<file path="src/rtl/muldiv_unit.sv">
// Iterative RV32M/RV64M multiply/divide unit for the EX stage.
// Define MULDIV_FAST_MUL_EN for single-cycle combinational multiplies.
module muldiv_unit #(
  parameter int XLEN = 32,
  parameter int TAGW = 5
) (
  input  logic            clk,
  input  logic            reset,
  input  logic            in_valid,
  output logic            in_ready,
  input  logic [2:0]      funct3,
  input  logic [XLEN-1:0] src_a,
  input  logic [XLEN-1:0] src_b,
  input  logic [TAGW-1:0] rd_in,
  output logic            out_valid,
  input  logic            out_ready,
  output logic [XLEN-1:0] result,
  output logic [TAGW-1:0] rd_out,
  output logic            busy
);

  localparam int CW = $clog2(XLEN);
  localparam logic [CW-1:0] LAST = CW'(XLEN - 1);

  typedef enum logic [1:0] {
    IDLE,
    CALC,
    DONE
  } state_t;

  state_t state, state_n;

  logic [2:0]      op;
  logic            neg_q, neg_r;
  logic [XLEN-1:0] hi, lo, opnd;
  logic [CW-1:0]   count;

  logic            accept;
  logic            is_div;
  logic            sgn_a, sgn_b;
  logic            neg_a, neg_b;
  logic [XLEN-1:0] mag_a, mag_b;
  logic            div_zero, div_ovf;
  logic            special;
  logic [XLEN-1:0] special_res;

  assign accept = in_valid & in_ready;
  assign is_div = funct3[2];

  // which operands are treated as signed
  always_comb begin
    sgn_a = 1'b0;
    sgn_b = 1'b0;
    unique case (funct3)
      3'b001: begin sgn_a = 1'b1; sgn_b = 1'b1; end
      3'b010: begin sgn_a = 1'b1; end
      3'b100: begin sgn_a = 1'b1; sgn_b = 1'b1; end
      3'b110: begin sgn_a = 1'b1; sgn_b = 1'b1; end
      default: begin sgn_a = 1'b0; sgn_b = 1'b0; end
    endcase
  end

  assign neg_a = sgn_a & src_a[XLEN-1];
  assign neg_b = sgn_b & src_b[XLEN-1];
  assign mag_a = neg_a ? -src_a : src_a;
  assign mag_b = neg_b ? -src_b : src_b;

  assign div_zero = is_div & (src_b == '0);
  assign div_ovf  = is_div & ~funct3[0]
                  & (src_a == {1'b1, {(XLEN-1){1'b0}}})
                  & (&src_b);

`ifdef MULDIV_FAST_MUL_EN
  logic [2*XLEN-1:0] fprod, fprod_s;
  logic [XLEN-1:0]   fast_res;

  assign fprod   = {{XLEN{1'b0}}, mag_a} * {{XLEN{1'b0}}, mag_b};
  assign fprod_s = (neg_a ^ neg_b) ? -fprod : fprod;
  assign fast_res = (funct3 == 3'b000) ? fprod_s[XLEN-1:0]
                                       : fprod_s[2*XLEN-1:XLEN];
  assign special  = div_zero | div_ovf | ~is_div;

  // early results: div corner cases and the whole multiply
  always_comb begin
    special_res = fast_res;
    if (div_zero)
      special_res = funct3[1] ? src_a : '1;
    else if (div_ovf)
      special_res = funct3[1] ? '0 : src_a;
  end
`else
  assign special = div_zero | div_ovf;

  // early results for divide-by-zero and signed overflow
  always_comb begin
    special_res = '0;
    if (div_zero)
      special_res = funct3[1] ? src_a : '1;
    else if (div_ovf)
      special_res = funct3[1] ? '0 : src_a;
  end
`endif

  logic [XLEN:0]     sum;
  logic [XLEN:0]     sh, diff;
  logic              ge;
  logic [XLEN-1:0]   nhi, nlo;
  logic [2*XLEN-1:0] prod, prod_s;
  logic [XLEN-1:0]   mul_res, quo, rem, calc_res;

  // one shift-add or restoring-subtract step
  always_comb begin
    sum  = {1'b0, hi} + ({1'b0, opnd} & {(XLEN+1){lo[0]}});
    sh   = {hi, lo[XLEN-1]};
    diff = sh - {1'b0, opnd};
    ge   = ~diff[XLEN];
    if (op[2]) begin
      nhi = ge ? diff[XLEN-1:0] : sh[XLEN-1:0];
      nlo = {lo[XLEN-2:0], ge};
    end else begin
      nhi = sum[XLEN:1];
      nlo = {sum[0], lo[XLEN-1:1]};
    end
  end

  // sign fix and result select after the last step
  always_comb begin
    prod     = {nhi, nlo};
    prod_s   = neg_q ? -prod : prod;
    mul_res  = (op == 3'b000) ? prod_s[XLEN-1:0]
                              : prod_s[2*XLEN-1:XLEN];
    quo      = neg_q ? -nlo : nlo;
    rem      = neg_r ? -nhi : nhi;
    calc_res = op[2] ? (op[1] ? rem : quo) : mul_res;
  end

  // state register
  always_ff @(posedge clk) begin
    if (reset) state <= IDLE;
    else       state <= state_n;
  end

  // next state and handshake outputs
  always_comb begin
    state_n   = state;
    in_ready  = 1'b0;
    out_valid = 1'b0;
    busy      = 1'b0;
    unique case (state)
      IDLE: begin
        in_ready = 1'b1;
        if (accept) state_n = special ? DONE : CALC;
      end
      CALC: begin
        busy = 1'b1;
        if (count == LAST) state_n = DONE;
      end
      DONE: begin
        busy      = 1'b1;
        out_valid = 1'b1;
        if (out_ready) state_n = IDLE;
      end
      default: state_n = IDLE;
    endcase
  end

  // operand latch, iteration and result register
  always_ff @(posedge clk) begin
    if (reset) begin
      op     <= '0;
      neg_q  <= 1'b0;
      neg_r  <= 1'b0;
      hi     <= '0;
      lo     <= '0;
      opnd   <= '0;
      count  <= '0;
      result <= '0;
      rd_out <= '0;
    end else begin
      unique case (state)
        IDLE: begin
          if (accept) begin
            op     <= funct3;
            rd_out <= rd_in;
            neg_q  <= neg_a ^ neg_b;
            neg_r  <= neg_a;
            count  <= '0;
            hi     <= '0;
            lo     <= is_div ? mag_a : mag_b;
            opnd   <= is_div ? mag_b : mag_a;
            if (special) result <= special_res;
          end
        end
        CALC: begin
          hi    <= nhi;
          lo    <= nlo;
          count <= count + 1'b1;
          if (count == LAST) result <= calc_res;
        end
        default: ;
      endcase
    end
  end

endmodule
</file>
<file path="config.mk">
export PLATFORM = sky130hd
export DESIGN_NAME = muldiv_unit
export DESIGN_NICKNAME = d
export VERILOG_FILES = /design/src/rtl/muldiv_unit.sv
export SDC_FILE = /design/constraint.sdc
export NUM_CORES = 1
export LEC_CHECK = 0
export ABC_AREA = 0
export CAP_MARGIN = 20
export CORE_MARGIN = 2
export CORE_UTILIZATION = 59
export CTS_CLUSTER_SIZE = 30
export DETAILED_ROUTE_END_ITERATION = 8
export PLACE_DENSITY = 0.9
export SLEW_MARGIN = 20
export SYNTH_ARGS = -nofsm -noshare
export SYNTH_HDL_FRONTEND = slang
export SYNTH_SLANG_ARGS = --single-unit
</file>
<file path="constraint.sdc">
create_clock -name clk -period 8.7 [get_ports clk]
set_input_delay 2.175 -clock clk [delete_from_list [all_inputs] [get_ports clk]]
set_output_delay 2.175 -clock clk [all_outputs]
set_load 0.05 [all_outputs]
</file>
==> flow_summary.ini <==
[floorplanning]
ioPinCount = 116
core_um2 = 27100
die_h_um = 170.6
die_area_um2 = 29100
start_util = 0.6042
rows = 60
die_width_um = 170.6

[sta]
grt_setup_unrepaired = no
finalCritPeriodShare = 0.7745
max_freq_mhz = 148.4
finalSetupViolations = 0
worst_pin_slew_ps = 1287
skew_ps = 13.83
maxSlewHeadroom = 0.1398
slew_viol_final = 0
hold_viol_final = 0
fin_crit_ps = 6738
fin_setup_tns_ps = 0

[logic_synthesis]
syn_area_per_cell_um2 = 6.918
seq_area_frac_synth = 0.1773
postSynthCellCount = 2367
yosysWarningCount = 0
synth-edff-count = 0
synth_nets = 2519
synth_ff_type = dfxtp_1
synth.distinct_cells = 89
synth_seq_cells = 145
synth_area_um2 = 16380
synthArstFlopShare = 0

[setup_path]
critPathArrivalTime_ps = 7130
crit_path_start_kind = primary input
cp_num_buf_inv = 2
crit_slowest_cell = or4_1
end_kind = register
crit_fanout = 53
crit_chain = clkdlybuf4s50_1 > or4_1 > nor4_1 > nor4b_2 > and3_1 > nand4b_1 > o21ai_0 > nand2_1 > a211oi_4 > buf_4 > o21bai_1 > a2111oi_0 > or3_1
cp.required_ps = 9100
crit_family = simple AND/OR/NAND/NOR gates
max_stage_delay_ps = 630
crit_type = primary input to register

[clock_tree]
htree_num_levels = 4
numCtsBuffers = 17
cts_buffer_depth = 2
cts_resized = 0
cts_tree = yes
cts_num_sinks = 145
path_clk_slew_ps = 80
clkLatencyLatePin_ps = 460
cts_setup_buffers = 0
hold_buffers = 0
ctsRootBufferMaster = clkbuf_16

[place]
place_inst = 2726
place.gp.congestion = 1.094
numPortBuffers = 115
dpl.hpwl_um = 52130

[power]
internal_power_mw = 2.513
pwr-share-seq = 0.188
combPwrFrac = 0.673
p_clk_frac = 0.139
powerDensity_nw_per_um2 = 319.0
power.switching_mw = 3.307
p_leak_nw = 6.943
vdd_drop_max_uv = 418.2
sw_frac_of_total = 0.5682
power_mw = 5.820

[layout]
num-nets-final = 2525
regArea_um2 = 2908
final_common_cell = nand2_1
stdcell_count = 2758
multiInputGateArea_um2 = 12580
diodes = 0
layout-drive-gt1-share = 0.05323
layout_common_cells = nand2_1, nor2_1, a21oi_1, o21ai_0, dfxtp_1
synthToLayoutAreaGrowth_pct = 11.41
nFillCells = 2407

[drt]
ant_nets = 0
drt_iter0_drc = 3627
wl_per_cell_um = 24.89
totalWireLength_um = 68650
drc = 0
viasPerCell = 7.136
drt_pass1_iterations = 8
dr_total_vias = 19680

[min_path]
hp-class = register to register

[global_routing]
grt_overflow = 0
grt_usage = 0.4618
grt_pass1_wl_um = 103100
grt_pass1_vias = 17620
grt_max_degree = 82
antenna_found_initial = 3

[run]
max_cap_viol_count = 0

[outcome]
outcome = finished clean
[state kept, by name, indices dropped and copies added (netlist names)]
signal and flops:
neg_q 1, lo 32, hi 32, count 5, rd_out 5, result 32, opnd 32, neg_r 1
op 3, state 2
[cells in the mapped netlist (41+ instances only)]
master	instances	area share
a211oi_1	43	0.020
a21o_1	41	0.019
a21oi_1	197	0.060
clkbuf_1	117	0.027
dfxtp_1	145	0.18
ha_1	74	0.057
inv_1	70	0.016
mux2i_1	65	0.040
nand2_1	286	0.066
nor2_1	273	0.063
nor3_1	72	0.022
o211ai_1	57	0.026
o21ai_0	155	0.047
xnor2_1	98	0.052
xor2_1	73	0.039
[worst register-to-register path, stage by stage (launching register included)]
cell and delay, ps:
dfxtp_1 370, inv_1 60, ha_1 220, fa_1 440, nand2b_1 200, a211oi_2 370, o21ai_1 240, a21oi_4 250
o21a_2 570, o21a_1 320, ha_1 220, nor3b_1 280, o221ai_1 240, or3_1 420, or2_2 380, nand2b_1 200
or2_2 420, or4_1 540, o31ai_1 350, xnor2_1 190, nand2_1 80, a311oi_1 260
[per-stage QoR]
stage	instance area, um2	util	worst slack [ps]	hold WS [ps]
after detailed placement	17620	0.6500	1692	455.7
after global routing	18240	0.6732	1631	492.2
final	18240	0.6732	1962	461.1
after CTS	18240	0.6730	2156	464.0
after floorplan	16380	-	2641	440.3
after global placement	17610	0.6498	1892	441.8
[final cells by class]
cell class | count | area share
sequential | 145 | 0.1594
multi-input combinational | 1989 | 0.6894
clock buffer | 17 | 0.02332
clock inverter | 15 | 0.01090
timing repair buffer | 150 | 0.07709
tap | 372 | 0.02551
inverter | 70 | 0.01440
[power by group through the flow]
stage | clock, mW | sequential (mW) | combinational, mW
after global placement | 0 | 1.08 | 3.65
final | 0.809 | 1.10 | 3.91
after detailed placement | 0 | 1.09 | 3.71
after CTS | 0.796 | 1.08 | 3.74
after global routing | 0.823 | 1.11 | 4.12
after floorplan | 0 | 1.22 | 2.43
[cells by family (layout without fill, tap and decap cells)]
group | count (synthesis) | after routing | share of synthesized area
and+or+nand+nor | 901 | 901 | 0.2588
AOI/OAI and AO/OA | 766 | 766 | 0.3095
adders and majority gates | 76 | 76 | 0.05899
muxes | 75 | 75 | 0.04661
xor gates and xnor gates | 171 | 171 | 0.09146
buffers and inverters | 233 | 252 | 0.05738
DFF | 145 | 145 | 0.1773
[final timing paths]
kind,from,depth (start not counted),slack [ps],end
worst min-delay path,rd_out[1]$_SDFFE_PP0P_,2,460,rd_out[1]$_SDFFE_PP0P_
worst min register to register,rd_out[1]$_SDFFE_PP0P_,2,460,rd_out[1]$_SDFFE_PP0P_
worst max register to register,lo[31]$_SDFFE_PP0P_,21,1990,result[22]$_SDFFE_PP0P_
worst max-delay path,src_b[6],13,1960,result[15]$_SDFFE_PP0P_
[per-layer routing]
layer | vias to the layer above | part of all wire | global-route usage
met5 | - | 0.00036 | 0
met4 | 4 | 0.081 | 0.2991
met3 | 334 | 0.15 | 0.1205
met2 | 1662 | 0.39 | 0.6543
met1 | 9002 | 0.38 | 0.6161
li1 | 8679 | - | -
No activity file was read; power rests on OpenSTA's default activity.
